==> src/rtl/fetch_sequencer.sv <==
// Instruction fetch sequencer: requests the word at the current PC, classifies
// it (JMP / HALT / ordinary), hands ordinary words downstream and then
// advances or reloads the PC before fetching again.
module fetch_sequencer (
  input  logic        clk,
  input  logic        rst,
  input  logic        start,
  input  logic [11:0] execadd,
  output logic        loadPC,
  output logic        incPC,
  output logic [11:0] address,
  output logic        mem_req,
  output logic [11:0] mem_addr,
  input  logic        mem_ack,
  input  logic [15:0] mem_rdata,
  output logic [15:0] instr,
  output logic        instr_valid,
  input  logic        instr_ready,
  output logic        halted,
  output logic [15:0] fetch_count
);

  localparam logic [2:0] S_IDLE    = 3'd0;
  localparam logic [2:0] S_REQ     = 3'd1;
  localparam logic [2:0] S_WAIT    = 3'd2;
  localparam logic [2:0] S_DECODE  = 3'd3;
  localparam logic [2:0] S_DELIVER = 3'd4;
  localparam logic [2:0] S_STEP    = 3'd5;
  localparam logic [2:0] S_SETTLE  = 3'd6;
  localparam logic [2:0] S_HALT    = 3'd7;

  localparam logic [3:0] OP_JMP  = 4'hA;
  localparam logic [3:0] OP_HALT = 4'hF;

  logic [2:0]  state;
  logic [2:0]  state_nxt;
  logic [11:0] addr_hold;  // request address frozen for the WAIT phase
  logic        step_jmp;   // STEP should reload (1) or increment (0) the PC

  function automatic logic is_jmp(input logic [15:0] w);
    return w[15:12] == OP_JMP;
  endfunction

  function automatic logic is_halt(input logic [15:0] w);
    return w[15:12] == OP_HALT;
  endfunction

  // Next-state selection; start and mem_ack only matter in IDLE and WAIT.
  always_comb begin
    state_nxt = state;
    case (state)
      S_IDLE:    if (start) state_nxt = S_REQ;
      S_REQ:     state_nxt = S_WAIT;
      S_WAIT:    if (mem_ack) state_nxt = S_DECODE;
      S_DECODE: begin
        if (is_jmp(instr))       state_nxt = S_STEP;
        else if (is_halt(instr)) state_nxt = S_HALT;
        else                     state_nxt = S_DELIVER;
      end
      S_DELIVER: if (instr_ready) state_nxt = S_STEP;
      S_STEP:    state_nxt = S_SETTLE;
      S_SETTLE:  state_nxt = S_REQ;
      S_HALT:    state_nxt = S_HALT;
      default:   state_nxt = S_IDLE;
    endcase
  end

  // State register; reset wins in every state, abandoning any open request.
  always_ff @(posedge clk) begin
    if (rst) state <= S_IDLE;
    else     state <= state_nxt;
  end

  // Fetch datapath: request address, captured word, jump target, fetch count.
  always_ff @(posedge clk) begin
    if (rst) begin
      addr_hold   <= 12'd0;
      instr       <= 16'd0;
      address     <= 12'd0;
      step_jmp    <= 1'b0;
      fetch_count <= 16'd0;
    end else begin
      if (state == S_REQ) addr_hold <= execadd;
      if (state == S_WAIT && mem_ack) begin
        instr       <= mem_rdata;
        fetch_count <= fetch_count + 16'd1;
      end
      if (state == S_DECODE) begin
        step_jmp <= is_jmp(instr);
        if (is_jmp(instr)) address <= instr[11:0];
      end
    end
  end

  // PC update pulses: one registered cycle leaving STEP, mutually exclusive.
  always_ff @(posedge clk) begin
    if (rst) begin
      loadPC <= 1'b0;
      incPC  <= 1'b0;
    end else begin
      loadPC <= (state == S_STEP) &&  step_jmp;
      incPC  <= (state == S_STEP) && !step_jmp;
    end
  end

  // In REQ the address comes straight from the PC so a just-settled update is
  // seen at once; it is then held from the register until the ack arrives.
  always_comb begin
    mem_req     = (state == S_REQ) || (state == S_WAIT);
    mem_addr    = (state == S_REQ) ? execadd : addr_hold;
    instr_valid = (state == S_DELIVER);
    halted      = (state == S_HALT);
  end

endmodule
==> config.mk <==
export PLATFORM = sky130hd
export DESIGN_NAME = fetch_sequencer
export DESIGN_NICKNAME = d
export VERILOG_FILES = /design/src/rtl/fetch_sequencer.sv
export SDC_FILE = /design/constraint.sdc
export NUM_CORES = 1
export LEC_CHECK = 0
export ABC_AREA = 1
export CORE_MARGIN = 2
export CORE_UTILIZATION = 47
export CTS_BUF_LIST = sky130_fd_sc_hd__clkbuf_8
export DETAILED_ROUTE_END_ITERATION = 6
export PLACE_DENSITY = 0.86
export REMOVE_ABC_BUFFERS = 1
export SLEW_MARGIN = 40
export SYNTH_ARGS = -nofsm -noshare
export SYNTH_HDL_FRONTEND = slang
export SYNTH_SLANG_ARGS = --single-unit
==> constraint.sdc <==
create_clock -name clk -period 1.5 [get_ports clk]
set_input_delay 0.3 -clock clk [delete_from_list [all_inputs] [get_ports clk]]
set_output_delay 0.3 -clock clk [all_outputs]
set_load 0.005 [all_outputs]
==> flow_metrics.py, run 1 <==
metrics = {
    "yosys": {
        "synth-seq-area-share": 0.442,
        "yosys_warnings": 0,
        "synth_cell_types": 32,
        "synth-seq-cells": 62,
        "syn_avg_cell_area_um2": 7.45,
        "ys.flop_type": "dfxtp_1",
        "synth_edf_count": 0,
        "synth-async-reset-ratio": 0,
        "syn_inst": 377,
        "netlist_area_um2": 2810,
    },
    "clock_tree": {
        "htreeDepth": 3,
        "cts_tree": "yes",
        "insertion_delay_ps": 350,
        "clockRootBuffer": "clkbuf_8",
        "ctsHoldBuffers": 0,
        "clk_pin_slew_ps": 70,
        "cts_sinks": 62,
        "cts_buffer_depth": 2,
        "cts_made_buffers": 9,
    },
    "floorplan": {
        "rows": 28,
        "io_pins": 94,
        "die_y_um": 81.3,
        "die_x_um": 81.3,
        "dieArea_um2": 6610,
        "start_util": 0.480,
        "fp.coreArea_um2": 5850,
    },
    "grt": {
        "antenna_found_initial": 0,
        "grt_pass1_wl_um": 14300,
        "first_global_vias": 3117,
        "grt_overflow": 0,
        "grt_max_degree": 24,
        "gr-usage-all-layers": 0.285,
    },
    "final_layout": {
        "nets": 581,
        "finalInstanceArea_um2": 4720,
        "area_growth_pct": 68.2,
        "antenna_cells": 0,
        "drive_gt1_frac": 0.386,
        "final_common_cell": "nor2_1",
        "final_cell_mix": "86 x nor2_1, 74 x buf_4, 45 x clkdlybuf4s50_1",
    },
    "routing": {
        "num_vias": 3202,
        "ant_nets": 0,
        "first_iter_violations": 146,
        "drtPass1Iterations": 5,
        "via_per_inst": 5.11,
        "wirelength_um": 9560,
        "wl_per_cell_um": 15.2,
        "drc": 0,
    },
    "status": {
        "violations": "setup timing",
        "status": "complete, but fails checks",
    },
    "timing": {
        "fmax_mhz": 562,
        "fin_worst_skew_ps": 13.1,
        "finalWorstPathRequiredPeriod_ps": 1780,
        "tightest_slew_ps": 312,
        "setup_ws_ps": -280,
        "setup_violations": 13,
        "finalSetupTns_ps": -2940,
        "drv_slew": 0,
        "hold_violations": 0,
        "relSlewSlack": 0.791,
        "post-route-period-util": 1.19,
        "rsz0062_at_grt": "true",
    },
    "critical_path": {
        "cp_data_arrival_time_ps": 1480,
        "required_ps": 1200,
        "end_kind": "primary output",
        "crit_type": "flip-flop to primary output",
        "worstPathMaxFanout": 7,
        "cp-start-kind": "flip-flop",
    },
    "place": {
        "postPlaceCellArea_um2": 4110,
        "gp_congestion": 0.870,
        "pre_cts_slack_ps": -310,
        "dp_hpwl_um": 5550,
        "port_buffers": 93,
    },
    "power": {
        "power_per_cell_area_nw_per_um2": 1360,
        "ir_drop_uv": 939,
        "leakagePower_nw": 2.44,
        "p_total_mw": 6.41,
    },
    "run": {
        "drv_cap": 0,
    },
    "hold_path": {
        "holdCritPathClass": "flip-flop to flip-flop",
    },
}
## cell families (layout without fill, tap and decap cells)
group | count (synthesis) | after routing | share of synthesized area
simple gates | 177 | 178 | 0.293
buf+inv | 69 | 243 | 0.108
flops | 62 | 62 | 0.442
fa+ha+maj | 1 | 1 | 0.00446
compound gates | 68 | 68 | 0.152
## path summary, 6_finish.rpt
| kind | from | to | slack [ps] | cells after the start |
|---|---|---|---|---|
| worst max-delay path | state[1]$_SDFFE_PP0P_ | mem_addr[8] | -280 | 8 |
| worst max register to register | state[1]$_SDFFE_PP0P_ | addr_hold[10]$_SDFF_PP0_ | 60 | 9 |
| worst min register to register | step_jmp$_SDFFE_PP0P_ | incPC$_SDFF_PP0_ | 480 | 1 |
| worst min-delay path | step_jmp$_SDFFE_PP0P_ | incPC$_SDFF_PP0_ | 480 | 1 |
## synthesized netlist by cell type (2+ instances only)
cell type	n	area (µm²)
buf_6	5	56.3
nand3_4	2	35.0
a211oi_2	9	113
inv_2	4	15.0
clkbuf_2	2	10.0
nor3_1	5	25.0
nand2_1	43	161
nor2_4	3	33.8
nor2_1	89	334
clkbuf_1	4	15.0
o21ai_0	33	165
a211oi_1	4	30.0
a21oi_1	16	80.1
or2_2	8	50.1
buf_2	3	15.0
dfxtp_1	62	1240
nand3_1	5	25.0
inv_1	50	188
or2_1	4	25.0
nand4_1	11	68.8
nor2_2	2	12.5
nand2_2	2	12.5
o21ai_1	2	10.0
## worst max-delay path, stage by stage, from the launching register on
cell and delay [ps]:
dfxtp_2 330, inv_2 70, nand2_4 60, nor2_4 130, buf_6 150, or2_1 110, inv_2 40, a21oi_2 120
buf_2 130
## final cells by class
class                   count  area (µm²)
multi-input cells         247        1390
clock buffers               9         124
clock inverters             7        97.6
flip-flops and latches     62        1290
repair buffers            173        1510
inverters                  54         215
well taps                  75        93.8
fillers                   374        1130
## stage by stage
| step | hold slack (ps) | util | std cells |
|---|---|---|---|
| 2_1_floorplan | 362 | - | 362 |
| 3_3_place_gp | 443 | 0.702 | 578 |
| 3_5_place_dp | 454 | 0.702 | 578 |
| 4_1_cts | 464 | 0.794 | 628 |
| 5_1_grt | 485 | 0.807 | 627 |
| 6_report | 480 | 0.807 | 627 |
## registers in the layout, indices dropped and copies added, names as in the netlist
signal and cells:
fetch_count 16, instr 16, addr_hold 12, address 12, state 3, incPC 1
loadPC 1, step_jmp 1
## per-layer routing
metal / part of all wire / GRT usage
met1: 0.38 / 0.289
met2: 0.53 / 0.544
met3: 0.064 / 0.0667
met4: 0.021 / 0.131
met5: 0 / 0
## what timing repair did
item | 4_1_cts | 5_1_grt
setup endpoints to repair | 51 | 82
setup buffers | 32 | 10
pin swaps | 3 | 15
cloned | 2 | 1
endpoints found under the hold margin | 0 | 0
resized for setup | 145 | 48
## power by group
group / leakage (nW) / switching, mW / internal (mW)
combinational: 1.81 / 1.26 / 1.57
clock: 0.106 / 0.702 / 0.940
sequential: 0.521 / 0.100 / 1.85
total: 2.44 / 2.06 / 4.35
No activity file was read; power rests on OpenSTA's default activity.
==> run 2: changes to the inputs <==
Settings changed: RECOVER_POWER from default to 25, SETUP_SLACK_MARGIN from default to 0.3.
==> flow_metrics.py, run 2 <==
metrics = {
    "yosys": {
        "yosys_warnings": 0,
        "synth-async-reset-ratio": 0,
        "synth_top_area_cell": "dfxtp_1",
        "ys.flop_type": "dfxtp_1",
        "synth-seq-cells": 62,
        "synth-seq-area-share": 0.442,
        "netlist_area_um2": 2810,
        "synth.most_common_cell": "nor2_1",
        "synthTopCellsByCount": "89 x nor2_1, 62 x dfxtp_1, 50 x inv_1",
        "syn_avg_cell_area_um2": 7.45,
        "synth_edf_count": 0,
        "netlist.area_leader.share": 0.442,
        "syn_inst": 377,
        "synth_area_leaders": "dfxtp_1 44%, nor2_1 12%, inv_1 6.7%",
        "synth_cell_types": 32,
    },
    "floorplan": {
        "io_pins": 94,
        "die_x_um": 81.3,
        "die_y_um": 81.3,
        "rows": 28,
        "start_util": 0.480,
    },
    "place": {
        "gp_congestion": 0.870,
        "port_buffers": 93,
        "dp_hpwl_um": 5550,
        "pre_cts_slack_ps": -310,
    },
    "clock_tree": {
        "clockRootBuffer": "clkbuf_8",
        "cts_made_buffers": 9,
        "cts_sinks": 62,
        "cts_buffer_depth": 2,
        "htreeDepth": 3,
    },
    "timing": {
        "timing.grt.repair.worst_endpoint": "mem_addr[8]",
        "endpoint_type": "top-level output",
    },
    "status": {
        "lastStage": "global routing (5_1_grt)",
        "stop_error": "[ERROR GRT-0232] Routing congestion too high. Check the congestion heatmap in the GUI.",
        "status": "aborted with a tool error",
    },
    "grt": {
        "grt_overflow": 2,
        "grt_max_degree": 24,
        "gr-usage-all-layers": 0.625,
    },
}
## run 2: cell counts after synthesis
Identical to the previous run, type by type.
## run 2: what timing repair did
item                       in CTS
hold buffers                    0
gates resized for setup       359
gates cloned                    6
buffers inserted               58
pin swaps                      14
setup endpoints to repair     118
## run 2: layer usage
metal | overflow | global-route usage
met4 | 1 | 0.620
met3 | 0 | 0.372
met2 | 1 | 0.866
met5 | 0 | 0.0417
met1 | 0 | 0.628
## run 2: cell families after synthesis
family	after synthesis	share of synthesized area
buffers and inverters	69	0.108
flip-flops	62	0.442
AND/OR/NAND/NOR	177	0.293
AO/OA/AOI/OAI	68	0.152
adder cells (fa/ha/maj)	1	0.00446
## run 2: per-stage QoR
step                cells  setup TNS (ps)  utilization  hold WS (ps)  area, µm²
CTS                   658           -4080        0.887           476       5190
global placement      578           -4680        0.702           443       4110
detailed placement    578           -5660        0.702           454       4110
floorplan             362           -1990            -           362       2710
==> run 3: changes to the inputs <==
Settings changed: CORE_UTILIZATION 47 to 40, CTS_BUF_LIST sky130_fd_sc_hd__clkbuf_8 to default, PLACE_DENSITY 0.86 to default, PLACE_DENSITY_LB_ADDON from default to 0.15, SETUP_SLACK_MARGIN 0.3 to default.
==> flow_metrics.py, run 3 (same netlist as run 1, synthesis figures left out) <==
metrics = {
    "place": {
        "pre_cts_slack_ps": -312,
        "gp_congestion": 0.865,
        "dp_hpwl_um": 5120,
        "port_buffers": 93,
    },
    "final_layout": {
        "final_cell_mix": "77 x nor2_1, 61 x buf_4, 48 x clkdlybuf4s50_1",
        "area_growth_pct": 76.9,
        "final_common_cell": "nor2_1",
        "antenna_cells": 0,
        "nets": 584,
        "reg_top3": "fetch_count (16), instr (16)",
        "fillers": 526,
        "multi_input_area_um2": 1450,
        "regArea_um2": 1280,
        "drive_gt1_frac": 0.403,
    },
    "timing": {
        "relSlewSlack": 0.692,
        "finalWorstPathRequiredPeriod_ps": 1840,
        "holdWs_ps": 461,
        "tightest_slew_ps": 461,
        "post-route-period-util": 1.23,
        "hold_violations": 0,
        "fmax_mhz": 544,
        "drv_slew": 0,
        "rsz0062_at_grt": "true",
        "setup_ws_ps": -338,
        "fin_worst_skew_ps": 6.46,
        "setup_violations": 62,
    },
    "routing": {
        "wl_per_cell_um": 13.5,
        "drtPass1Iterations": 5,
        "via_per_inst": 4.74,
        "drc": 0,
        "ant_nets": 0,
        "num_vias": 3079,
        "first_iter_violations": 90,
        "wirelength_um": 8770,
    },
    "floorplan": {
        "rows": 30,
        "die_x_um": 87.8,
        "dieArea_um2": 7710,
        "die_y_um": 87.8,
        "fp.coreArea_um2": 6790,
        "start_util": 0.413,
        "io_pins": 94,
    },
    "clock_tree": {
        "clockRootBuffer": "clkbuf_8",
        "cts_made_buffers": 9,
        "cts_tree": "yes",
        "cts_sinks": 62,
        "insertion_delay_ps": 330,
        "clk_pin_slew_ps": 70,
        "htreeDepth": 3,
        "ctsHoldBuffers": 0,
        "cts_buffer_depth": 2,
    },
    "status": {
        "violations": "setup timing",
        "status": "complete, but fails checks",
    },
    "critical_path": {
        "critical_path.slowest_cell": "dfxtp_2",
        "required_ps": 1200,
        "end_kind": "primary output",
        "r2r_start": "state[2]$_SDFFE_PP0P_",
        "max_stage_delay_ps": 330,
        "crit_type": "flip-flop to primary output",
        "r2r_slack_ps": -160,
        "cp-start-kind": "flip-flop",
        "cp_data_arrival_time_ps": 1540,
        "startpoint": "state[1]$_SDFFE_PP0P_",
        "cp_cell_sequence": "inv_2 > nand2_4 > nor2_4 > buf_12 > buf_16 > buf_6 > a21oi_2 > buf_2",
        "worstPathMaxFanout": 6,
    },
    "grt": {
        "antenna_found_initial": 0,
        "gr-usage-all-layers": 0.215,
        "grt_max_degree": 26,
        "first_global_vias": 2870,
        "grt_overflow": 0,
        "grt_pass1_wl_um": 13000,
    },
    "hold_path": {
        "holdCritPathClass": "flip-flop to flip-flop",
        "hold_start": "fetch_count[4]$_SDFFE_PP0P_",
    },
    "power": {
        "power_per_cell_area_nw_per_um2": 1300,
        "ir_drop_uv": 676,
        "leakagePower_nw": 2.46,
    },
    "run": {
        "drv_cap": 0,
    },
}
## run 3: where the power goes
part           total (mW)  internal (mW)  switching [mW]
Combinational        2.85           1.63            1.22
Sequential           1.95           1.84           0.108
Clock                1.67           1.02           0.651
Total                6.47           4.49            1.98
## run 3: cell type report
cell class	instances	area share
Multi-Input combinational cell	247	0.291
Timing Repair Buffer	176	0.338
Tap cell	96	0.0242
Sequential cell	62	0.258
Clock buffer	12	0.0312
Clock inverter	3	0.0136
Inverter	54	0.0433
## run 3: critical path, delay by kind of cell (launching register included)
| family | cells | cell delay, ps |
|---|---|---|
| buffers and inverters | 5 | 570 |
| DFF | 1 | 330 |
| and+or+nand+nor | 2 | 260 |
| AOI/OAI and AO/OA | 1 | 40 |
## run 3: worst paths after layout
kind / end / cells past startpoint
worst min register to register: fetch_count[4]$_SDFFE_PP0P_ / 2
worst min-delay path: fetch_count[4]$_SDFFE_PP0P_ / 2
worst max-delay path: mem_addr[1] / 8
worst max register to register: instr[0]$_SDFFE_PP0P_ / 10
## run 3: timing repair
action                                  4_1_cts  5_1_grt
pin swaps                                    10       47
endpoints found under the setup margin       48       69
setup buffers                                21       13
resized for setup                           141       91
cloned                                        3        4
## run 3: routing by layer
layer / GRT usage / wire (µm)
met5: 0 / 0
met4: 0.0783 / 144
met3: 0.0566 / 433
met2: 0.360 / 4380
met1: 0.266 / 3810
## run 3: per-stage QoR
stage	total power [mW]	util	setup TNS [ps]	cells	area (µm²)
2_1_floorplan	2.79	-	-1990	362	2710
3_3_place_gp	4.06	0.611	-5980	602	4150
3_5_place_dp	4.11	0.611	-6580	602	4150
4_1_cts	6.24	0.687	-4670	641	4670
5_1_grt	6.81	0.731	-13060	650	4970
6_report	6.47	0.731	-8690	650	4970
